**src/rtl/mem_access_stage_if.sv**
```systemverilog
// Data-memory request/acknowledge bus used by the MEM stage.
// The master side issues registered requests; the slave side answers with ack/rdata.
interface mem_access_stage_if;
  logic        dmem_req;
  logic        dmem_we;
  logic [31:0] dmem_addr;
  logic [31:0] dmem_wdata;
  logic [31:0] dmem_rdata;
  logic        dmem_ack;

  modport master (
    output dmem_req,
    output dmem_we,
    output dmem_addr,
    output dmem_wdata,
    input  dmem_rdata,
    input  dmem_ack
  );

  modport slave (
    input  dmem_req,
    input  dmem_we,
    input  dmem_addr,
    input  dmem_wdata,
    output dmem_rdata,
    output dmem_ack
  );
endinterface

```
**src/rtl/mem_access_stage.sv**
```systemverilog
// MEM stage of the 5-stage MIPS pipeline: multi-cycle data-memory access with stall
// and timeout, branch/jump redirect resolution, and the MEM/WB pipeline register.
module mem_access_stage #(
  parameter int unsigned TIMEOUT_CYCLES = 16
) (
  input  logic                 clk,
  input  logic                 rst,
  input  logic                 RegWrite_in,
  input  logic [1:0]           MemtoReg_in,
  input  logic                 Branch_in,
  input  logic                 MemRead_in,
  input  logic                 MemWrite_in,
  input  logic                 Jump_in,
  input  logic [31:0]          jump_addr_in,
  input  logic [31:0]          branch_addr_in,
  input  logic [31:0]          PC_plus_4_in,
  input  logic                 ALU_zero_in,
  input  logic [31:0]          ALU_result_in,
  input  logic [31:0]          reg_read_data_2_in,
  input  logic [4:0]           EX_MEM_RegisterRd_in,
  mem_access_stage_if.master   dmem,
  output logic                 mem_stall,
  output logic                 PCSrc,
  output logic [31:0]          PC_target,
  output logic                 EX_Flush,
  output logic                 bus_error,
  output logic                 RegWrite_out,
  output logic [1:0]           MemtoReg_out,
  output logic [31:0]          ALU_result_out,
  output logic [31:0]          mem_read_data_out,
  output logic [31:0]          PC_plus_4_out,
  output logic [4:0]           MEM_WB_RegisterRd_out
);

  localparam int unsigned CW = (TIMEOUT_CYCLES > 1) ? $clog2(TIMEOUT_CYCLES) : 1;
  localparam logic [CW-1:0] CNT_LAST = CW'(TIMEOUT_CYCLES - 1);

  typedef enum logic {
    IDLE,
    ACCESS
  } state_t;

  state_t        state, state_next;
  logic [CW-1:0] count;

  logic        mem_op;
  logic        misaligned;
  logic        issue;
  logic        drop_req;
  logic        set_err;
  logic        cnt_inc;
  logic        wb_take;
  logic [31:0] wb_rdata;

  assign mem_op     = MemRead_in | MemWrite_in;
  assign misaligned = mem_op & (ALU_result_in[1:0] != 2'b00);

  assign PC_target = Jump_in ? jump_addr_in : branch_addr_in;
  assign EX_Flush  = PCSrc;

  always_ff @(posedge clk or negedge rst) begin
    if (!rst) begin
      state <= IDLE;
    end else begin
      state <= state_next;
    end
  end

  always_comb begin
    state_next = state;
    mem_stall  = 1'b0;
    PCSrc      = 1'b0;
    issue      = 1'b0;
    drop_req   = 1'b0;
    set_err    = 1'b0;
    cnt_inc    = 1'b0;
    wb_take    = 1'b0;
    wb_rdata   = '0;
    case (state)
      IDLE: begin
        if (!mem_op) begin
          wb_take = 1'b1;
          PCSrc   = Jump_in | (Branch_in & ALU_zero_in);
        end else if (misaligned) begin
          set_err = 1'b1;
        end else begin
          mem_stall  = 1'b1;
          issue      = 1'b1;
          state_next = ACCESS;
        end
      end
      ACCESS: begin
        // An ack arriving in the final allowed cycle completes rather than aborts.
        if (dmem.dmem_ack) begin
          wb_take    = 1'b1;
          wb_rdata   = dmem.dmem_rdata;
          drop_req   = 1'b1;
          state_next = IDLE;
        end else if (count == CNT_LAST) begin
          drop_req   = 1'b1;
          set_err    = 1'b1;
          state_next = IDLE;
        end else begin
          mem_stall = 1'b1;
          cnt_inc   = 1'b1;
        end
      end
      default: state_next = IDLE;
    endcase
  end

  always_ff @(posedge clk or negedge rst) begin
    if (!rst) begin
      count           <= '0;
      dmem.dmem_req   <= 1'b0;
      dmem.dmem_we    <= 1'b0;
      dmem.dmem_addr  <= '0;
      dmem.dmem_wdata <= '0;
      bus_error       <= 1'b0;
    end else begin
      if (issue) begin
        count           <= '0;
        dmem.dmem_req   <= 1'b1;
        dmem.dmem_we    <= MemWrite_in & ~MemRead_in;
        dmem.dmem_addr  <= ALU_result_in;
        dmem.dmem_wdata <= reg_read_data_2_in;
      end else begin
        if (cnt_inc) begin
          count <= count + 1'b1;
        end
        if (drop_req) begin
          dmem.dmem_req <= 1'b0;
        end
      end
      if (set_err) begin
        bus_error <= 1'b1;
      end
    end
  end

  // Anything other than a completed instruction writes an all-zero bubble.
  always_ff @(posedge clk or negedge rst) begin
    if (!rst) begin
      RegWrite_out          <= 1'b0;
      MemtoReg_out          <= '0;
      ALU_result_out        <= '0;
      mem_read_data_out     <= '0;
      PC_plus_4_out         <= '0;
      MEM_WB_RegisterRd_out <= '0;
    end else if (wb_take) begin
      RegWrite_out          <= RegWrite_in;
      MemtoReg_out          <= MemtoReg_in;
      ALU_result_out        <= ALU_result_in;
      mem_read_data_out     <= wb_rdata;
      PC_plus_4_out         <= PC_plus_4_in;
      MEM_WB_RegisterRd_out <= EX_MEM_RegisterRd_in;
    end else begin
      RegWrite_out          <= 1'b0;
      MemtoReg_out          <= '0;
      ALU_result_out        <= '0;
      mem_read_data_out     <= '0;
      PC_plus_4_out         <= '0;
      MEM_WB_RegisterRd_out <= '0;
    end
  end

endmodule

```
**src/flat_wrapper.sv**
```systemverilog
// flat-port wrapper written by rule: the top's interface ports become plain ports
module mem_access_stage_flat 
#(
  parameter int unsigned TIMEOUT_CYCLES = 16
)
  (clk, rst, RegWrite_in, MemtoReg_in, Branch_in, MemRead_in, MemWrite_in, Jump_in, jump_addr_in, branch_addr_in, PC_plus_4_in, ALU_zero_in, ALU_result_in, reg_read_data_2_in, EX_MEM_RegisterRd_in, mem_stall, PCSrc, PC_target, EX_Flush, bus_error, RegWrite_out, MemtoReg_out, ALU_result_out, mem_read_data_out, PC_plus_4_out, MEM_WB_RegisterRd_out, dmem_dmem_req, dmem_dmem_we, dmem_dmem_addr, dmem_dmem_wdata, dmem_dmem_rdata, dmem_dmem_ack);
  mem_access_stage_if dmem_i ();
  input  logic clk;
  input  logic rst;
  input  logic RegWrite_in;
  input  logic [1:0] MemtoReg_in;
  input  logic Branch_in;
  input  logic MemRead_in;
  input  logic MemWrite_in;
  input  logic Jump_in;
  input  logic [31:0] jump_addr_in;
  input  logic [31:0] branch_addr_in;
  input  logic [31:0] PC_plus_4_in;
  input  logic ALU_zero_in;
  input  logic [31:0] ALU_result_in;
  input  logic [31:0] reg_read_data_2_in;
  input  logic [4:0] EX_MEM_RegisterRd_in;
  output logic mem_stall;
  output logic PCSrc;
  output logic [31:0] PC_target;
  output logic EX_Flush;
  output logic bus_error;
  output logic RegWrite_out;
  output logic [1:0] MemtoReg_out;
  output logic [31:0] ALU_result_out;
  output logic [31:0] mem_read_data_out;
  output logic [31:0] PC_plus_4_out;
  output logic [4:0] MEM_WB_RegisterRd_out;
  output wire logic [$bits(dmem_i.dmem_req)-1:0] dmem_dmem_req;
  output wire logic [$bits(dmem_i.dmem_we)-1:0] dmem_dmem_we;
  output wire logic [$bits(dmem_i.dmem_addr)-1:0] dmem_dmem_addr;
  output wire logic [$bits(dmem_i.dmem_wdata)-1:0] dmem_dmem_wdata;
  input wire logic [$bits(dmem_i.dmem_rdata)-1:0] dmem_dmem_rdata;
  input wire logic [$bits(dmem_i.dmem_ack)-1:0] dmem_dmem_ack;
  assign dmem_dmem_req = dmem_i.dmem_req;
  assign dmem_dmem_we = dmem_i.dmem_we;
  assign dmem_dmem_addr = dmem_i.dmem_addr;
  assign dmem_dmem_wdata = dmem_i.dmem_wdata;
  assign dmem_i.dmem_rdata = dmem_dmem_rdata;
  assign dmem_i.dmem_ack = dmem_dmem_ack;
  mem_access_stage #(.TIMEOUT_CYCLES(TIMEOUT_CYCLES)) u_core (.clk(clk), .rst(rst), .RegWrite_in(RegWrite_in), .MemtoReg_in(MemtoReg_in), .Branch_in(Branch_in), .MemRead_in(MemRead_in), .MemWrite_in(MemWrite_in), .Jump_in(Jump_in), .jump_addr_in(jump_addr_in), .branch_addr_in(branch_addr_in), .PC_plus_4_in(PC_plus_4_in), .ALU_zero_in(ALU_zero_in), .ALU_result_in(ALU_result_in), .reg_read_data_2_in(reg_read_data_2_in), .EX_MEM_RegisterRd_in(EX_MEM_RegisterRd_in), .dmem(dmem_i), .mem_stall(mem_stall), .PCSrc(PCSrc), .PC_target(PC_target), .EX_Flush(EX_Flush), .bus_error(bus_error), .RegWrite_out(RegWrite_out), .MemtoReg_out(MemtoReg_out), .ALU_result_out(ALU_result_out), .mem_read_data_out(mem_read_data_out), .PC_plus_4_out(PC_plus_4_out), .MEM_WB_RegisterRd_out(MEM_WB_RegisterRd_out));
endmodule
```
**config.mk**
```make
export PLATFORM = sky130hd
export DESIGN_NAME = mem_access_stage_flat
export DESIGN_NICKNAME = d
export VERILOG_FILES = /design/src/rtl/mem_access_stage_if.sv /design/src/rtl/mem_access_stage.sv /design/src/flat_wrapper.sv
export SDC_FILE = /design/constraint.sdc
export NUM_CORES = 1
export LEC_CHECK = 0
export BUFFER_PORTS_ARGS = -buffer_cell sky130_fd_sc_hd__buf_2
export CORE_UTILIZATION = 25
export CTS_CLUSTER_SIZE = 10
export DETAILED_ROUTE_END_ITERATION = 6
export PLACE_DENSITY = 0.48
export SLEW_MARGIN = 25
export SYNTH_ARGS = -nofsm -noshare
export SYNTH_HDL_FRONTEND = slang
export SYNTH_SLANG_ARGS = --single-unit
```
**constraint.sdc**
```tcl
create_clock -name clk -period 2.3 [get_ports clk]
set_clock_uncertainty 0.15 [all_clocks]
set_input_delay 0.345 -clock clk [delete_from_list [all_inputs] [get_ports clk]]
set_output_delay 0.345 -clock clk [all_outputs]
set_load 0.1 [all_outputs]
```
==> results of run 1 <==
-- sequential cells by signal (all words and copies together) (netlist names) --
signal	cells
u_core.dmem.dmem_addr	32
u_core.state	1
u_core.PC_plus_4_out	32
u_core.mem_read_data_out	32
u_core.dmem.dmem_we	1
u_core.RegWrite_out	1
u_core.MemtoReg_out	2
u_core.bus_error	1
u_core.ALU_result_out	32
u_core.dmem.dmem_req	1
u_core.count	4
u_core.dmem.dmem_wdata	32
u_core.MEM_WB_RegisterRd_out	5
-- stage by stage --
| step | hold slack, ns | utilization | TNS, ns |
|---|---|---|---|
| 6_report | 0.0205 | 0.428 | 0 |
| 5_1_grt | 0.000446 | 0.428 | 0 |
| 4_1_cts | 0.000157 | 0.427 | 0 |
| 3_5_place_dp | 0.151 | 0.362 | 0 |
| 3_3_place_gp | 0.150 | 0.362 | 0 |
| 2_1_floorplan | -0.101 | - | -0.128 |
-- worst max-delay path, cell delays in order, from the launching register on --
cell and delay (ns):
dfrtp_1 0.40, or3_4 0.43, o22ai_4 0.23, buf_12 0.21
-- timing repair --
item / 4_1_cts / 5_1_grt
hold buffers: 105 / 1
setup endpoints to repair: 0 / 1
gates resized for setup: 0 / 2
endpoints found under the hold margin: 158 / 1
-- power by group through the flow --
stage | clock network (mW) | logic (mW) | registers (mW)
6_report | 2.91 | 4.75 | 3.66
4_1_cts | 3.03 | 4.79 | 3.66
3_5_place_dp | 0 | 4.64 | 3.72
3_3_place_gp | 0 | 4.63 | 3.71
5_1_grt | 3.14 | 4.92 | 3.71
2_1_floorplan | 0 | 0.821 | 6.56
-- logic make-up (layout without fill, tap and decap cells) --
group	count (synthesis)	after routing	synth area share
AO/OA/AOI/OAI	14	14	0.0120
adder cells (fa/ha/maj)	1	1	0.00193
buffers and inverters	29	570	0.0236
flip-flops	176	176	0.681
multiplexers	95	95	0.165
other	0	2	0
AND/OR/NAND/NOR	122	122	0.117
-- cell type report --
type | instances | area (um2) | share of cell area
Antenna cell | 2 | 5.00 | 0.000463
Clock buffer | 19 | 433 | 0.0401
Clock inverter | 12 | 151 | 0.0140
Inverter | 3 | 11.3 | 0.00104
Multi-Input combinational cell | 232 | 1950 | 0.181
Sequential cell | 176 | 4400 | 0.408
Tap cell | 330 | 413 | 0.0382
Timing Repair Buffer | 536 | 3440 | 0.318
-- per-layer routing --
metal | vias up | global-route usage | wire (um)
li1 | 2524 | - | -
met1 | 2557 | 0.157 | 7280
met2 | 265 | 0.290 | 11100
met3 | 18 | 0.0423 | 1600
met4 | 0 | 0.0667 | 531
met5 | - | 0 | 0
-- worst max path at each step --
stage                startpoint  slack [ns]                    endpoint
6_report           u_core.state        0.12                   mem_stall
3_3_place_gp   ALU_result_in[1]        0.24  u_core.dmem.dmem_wdata[10]
5_1_grt         u_core.count[0]        0.03                   mem_stall
3_5_place_dp   ALU_result_in[1]        0.22  u_core.dmem.dmem_wdata[24]
4_1_cts            u_core.state        0.03                   mem_stall
2_1_floorplan           Jump_in       -0.13                       PCSrc
-- layout by cell type (no fill, tap or decap) --
cell type | Yosys | layout
clkbuf_1 | 18 | 2
and3_1 | 33 | 33
or3_4 | 1 | 1
bufinv_16 | 0 | 2
o22ai_1 | 2 | 1
ha_1 | 1 | 1
mux2i_1 | 1 | 1
inv_6 | 0 | 3
nand2b_1 | 1 | 1
clkbuf_16 | 0 | 17
nor2b_4 | 0 | 1
inv_1 | 3 | 3
buf_4 | 1 | 12
mux2_2 | 48 | 48
nand3_1 | 5 | 5
nor2_4 | 0 | 1
dfrtp_1 | 176 | 176
mux2_1 | 46 | 46
a21oi_4 | 0 | 1
buf_12 | 0 | 12
buf_2 | 2 | 404
nor3_1 | 3 | 3
buf_6 | 5 | 2
a21oi_1 | 5 | 4
nor4_1 | 1 | 1
inv_8 | 0 | 2
dlygate4sd3_1 | 0 | 106
nor2b_1 | 76 | 75
o22ai_4 | 0 | 1
nor2_1 | 1 | 1
clkinvlp_4 | 0 | 1
o21a_1 | 2 | 2
diode_2 | 0 | 2
clkinv_4 | 0 | 4
o21ai_0 | 5 | 5
==> impl_metrics.json, run 1 <==
{
  "fillers": 2424,
  "wl_mm": 20.5,
  "cap_violations": 0,
  "setup_viol": 0,
  "r2r_slack_ns": 0.30,
  "endpoint_kind": "output pin",
  "routedWlPerCell_um": 15.7,
  "placed_cells": 1171,
  "reg2reg_depth": 4,
  "clkTransAtPathRegs_ns": 0.06,
  "hold_viol": 0,
  "final_cell_area_um2": 10800,
  "fin_ws_ns": 0.115,
  "coreArea_um2": 25300,
  "gr-total-overflow": 0,
  "power_frac_seq": 0.323,
  "grt_max_degree": 57,
  "clockRootBuffer": "clkbuf_16",
  "synth_top_area_cell": "dfrtp_1",
  "port_buffers": 413,
  "total_power_mw": 11.3,
  "drt_pass1_iterations": 4,
  "syn_area_per_cell_um2": 14.8,
  "syn_nets": 646,
  "dp_slack_ns": 0.217,
  "ioPinCount": 414,
  "grt_pass1_wl_mm": 30.8,
  "slew_violations": 0,
  "synthFlopType": "dfrtp_1",
  "drive_gt1_frac": 0.524,
  "routed_via_density": 4.09,
  "syn_inst": 437,
  "start_kind": "register",
  "p_comb_frac": 0.420,
  "cts_sinks": 176,
  "grt_pass1_vias": 5654,
  "run_status": "finished, final reports clean",
  "final_cells": 1310,
  "dieArea_um2": 26500,
  "fmax_ghz": 0.458,
  "hold_path_end": "u_core.ALU_result_out[17]",
  "postSynth.asyncResetShare": 1.00,
  "grtUsageTotal": 0.154,
  "synth.area.top_cells": "dfrtp_1, mux2_2, mux2_1",
  "drtIter0Drc": 209,
  "cts_setup_buffers": 0,
  "antenna_left": 0,
  "power.switching_mw": 5.32,
  "cts_max_level": 4,
  "place.gp.congestion": 0.832,
  "p_clk_frac": 0.257,
  "cts.path.max_buffers": 2,
  "swShare": 0.470,
  "synth_edf_count": 0,
  "yosysUniqueCellTypes": 23,
  "placed_cell_area_um2": 9140,
  "final.period_utilization": 0.950,
  "drcViolationCount": 0,
  "antenna_found_initial": 2,
  "synth_area_um2": 6470,
  "min_path_type": "in -> reg",
  "yosysTopAreaCellShare": 0.681,
  "crit_required_ns": 1.80,
  "crit_fanout": 4,
  "place_hpwl_mm": 15.2,
  "intPower_mw": 6.00,
  "ys_ff_latch": 176,
  "r2r-start": "u_core.state",
  "rr_endpoint": "u_core.dmem.dmem_wdata[12]",
  "cts_buffers": 17,
  "p_leak_nw": 5.68,
  "hp-start": "ALU_result_in[17]",
  "power_density_nw_per_um2": 1050,
  "cts_tree": "yes",
  "synth_common_cells": "dfrtp_1, nor2b_1, mux2_2",
  "path_class": "reg -> out",
  "hold_depth": 2,
  "yosysSeqAreaShare": 0.681,
  "die_w_um": 163,
  "yosysMostFrequentCell": "dfrtp_1",
  "rsz0062_at_grt": "no",
  "start_util": 0.256,
  "ys_warn_count": 0,
  "area_growth_pct": 67.0,
  "irDropWorstVdd_v": 0.000643,
  "min_period_ns": 2.18,
  "max_slew.worst_pin.slew_ns": 0.530,
  "die_y_um": 163,
  "arrival_ns": 1.69,
  "vias": 5364,
  "max_slew_margin": 0.649,
  "insertion_delay_ns": 0.41,
  "rows": 58,
  "nNetsFinal": 1175
}
No activity file was read; power rests on OpenSTA's default activity.
==> run 2: changes to the inputs <==
- CORE_ASPECT_RATIO: not set -> 1.75
- PLACE_DENSITY: 0.48 -> 0.5
- clock period: 2.3 -> 1.9 ns (I/O delays scaled with it)
==> run 2 against run 1 <==
Compared with the run above:
- the flow now finishes with violations (setup timing)
- sequential power is 22% higher
- worst hold slack better by 0.019 ns
- via count is 6.2% higher
- critical path type unchanged
- critical path depth is 1 higher
==> impl_metrics.json, run 2 (same netlist as run 1, synthesis figures left out) <==
{
  "final_cell_area_um2": 12000,
  "place_hpwl_mm": 16.0,
  "gr-total-overflow": 0,
  "drtIter0Drc": 169,
  "setup_viol": 67,
  "power_frac_seq": 0.306,
  "r2r-start": "u_core.state",
  "swShare": 0.453,
  "endpoint_kind": "output pin",
  "min_period_ns": 2.16,
  "p_comb_frac": 0.434,
  "p_clk_frac": 0.260,
  "hp-start": "ALU_result_in[0]",
  "max_slew_margin": 0.635,
  "cap_violations": 0,
  "clockRootBuffer": "clkbuf_16",
  "area_growth_pct": 85.4,
  "antenna_found_initial": 1,
  "crit_required_ns": 1.46,
  "die_w_um": 124,
  "setup.worst_path.start": "u_core.state",
  "coreArea_um2": 25300,
  "holdWs_ns": 0.0394,
  "clkTransAtPathRegs_ns": 0.07,
  "fin_ws_ns": -0.255,
  "final_core_util": 0.474,
  "final_common_cell": "buf_2",
  "port_buffers": 413,
  "setup_tns_ns": -12.29,
  "die_y_um": 215,
  "fmax_ghz": 0.464,
  "p_leak_nw": 6.28,
  "failed_checks": "setup timing",
  "min_path_type": "in -> reg",
  "arrival_ns": 1.72,
  "placed_cell_area_um2": 9450,
  "intPower_mw": 7.97,
  "grt_max_degree": 43,
  "grt_busiest_layer": "met2",
  "rsz0062_at_grt": "yes",
  "ioPinCount": 414,
  "drt_pass1_iterations": 4,
  "cts_sinks": 176,
  "grt_util_met3": 0.0454,
  "grt_util_met2": 0.326,
  "final.period_utilization": 1.13,
  "power.switching_mw": 6.60,
  "dieArea_um2": 26600,
  "drive_gt1_frac": 0.563,
  "irDropWorstVdd_v": 0.000652,
  "antenna_left": 0,
  "grt_pass1_wl_mm": 32.5,
  "grt_pass1_vias": 6137,
  "drcViolationCount": 0,
  "slew_violations": 0,
  "start_util": 0.255,
  "mostFrequentLayoutCells": "buf_2, dfrtp_1, dlygate4sd3_1",
  "multi_input_area_um2": 2190,
  "use_met1": 0.147,
  "layout.area.seq_um2": 4400,
  "cts.path.max_buffers": 2,
  "routed_via_density": 4.24,
  "run_status": "finished with violations",
  "dp_slack_ns": 0.0309,
  "nNetsFinal": 1226,
  "n_antenna_cell": 0,
  "power_density_nw_per_um2": 1210,
  "cts_buffers": 17,
  "place.gp.congestion": 0.868,
  "rows": 77,
  "crit_fanout": 2,
  "max_slew.worst_pin.slew_ns": 0.551,
  "cts_tree": "yes",
  "insertion_delay_ns": 0.44,
  "vias": 5698,
  "path_class": "reg -> out",
  "hold_viol": 0,
  "cts_max_level": 4,
  "wl_mm": 23.4,
  "grtUsageTotal": 0.167,
  "fillers": 2317,
  "routedWlPerCell_um": 17.4,
  "start_kind": "register"
}
## run 2: cell types whose count changed in the layout (fill, tap and decap cells not counted), sizes merged
cell	previous run	this run
dlygate4sd3	106	138
buf	430	444
clkbuf	19	23
bufinv	2	4
diode	2	0
inv	8	7
## run 2: per-layer routing
metal	vias to the layer above	part of all wire
met3	37	0.064
met4	0	0.036
met5	-	0
met1	2740	0.33
li1	2626	-
met2	295	0.57
## run 2: what timing repair did
| action | in CTS | in global routing |
|---|---|---|
| resized for setup | 3 | 73 |
| hold endpoints to repair | 342 | 0 |
| setup endpoints to repair | 3 | 66 |
| hold buffers | 138 | 0 |
| buffers inserted | 2 | 5 |
| cloned | 0 | 8 |
| pin swaps | 2 | 2 |
## run 2: final timing paths
check | end | slack, ns | cells after the start
worst min-delay path | u_core.bus_error | 0.04 | 3
worst min register to register | u_core.bus_error | 0.33 | 2
min in group asynchronous | u_core.dmem.dmem_addr[23] | 0.17 | 2
max in group asynchronous | u_core.mem_read_data_out[21] | 0.85 | 3
worst max register to register | u_core.dmem.dmem_addr[5] | -0.25 | 8
worst max-delay path | mem_stall | -0.26 | 4
## run 2: final cells by class
class	count	area share
Multi-Input combinational cell	232	0.183
Sequential cell	176	0.367
Clock inverter	13	0.0169
Timing Repair Buffer	587	0.364
Inverter	3	0.000939
Clock buffer	18	0.0358
Tap cell	316	0.0330
## run 2: power by group through the flow
stage               Clock [mW]  Sequential [mW]  Combinational (mW)
finish                    3.79             4.46                6.32
global route              4.05             4.52                6.52
CTS                       3.91             4.43                6.01
detailed placement           0             4.50                5.77
global placement             0             4.49                5.74
floorplan                    0             7.94               0.998
## run 2: critical path, stage by stage, from the launching register on
cell     delay (ns)
dfrtp_1        0.39
or3_4          0.38
buf_6          0.13
o22ai_4        0.17
buf_12         0.20
## run 2: per-stage QoR
stage | cells | total power, mW
3_3_place_gp | 1161 | 10.2
6_report | 1345 | 14.6
4_1_cts | 1332 | 14.4
2_1_floorplan | 437 | 8.94
5_1_grt | 1345 | 15.1
3_5_place_dp | 1161 | 10.3
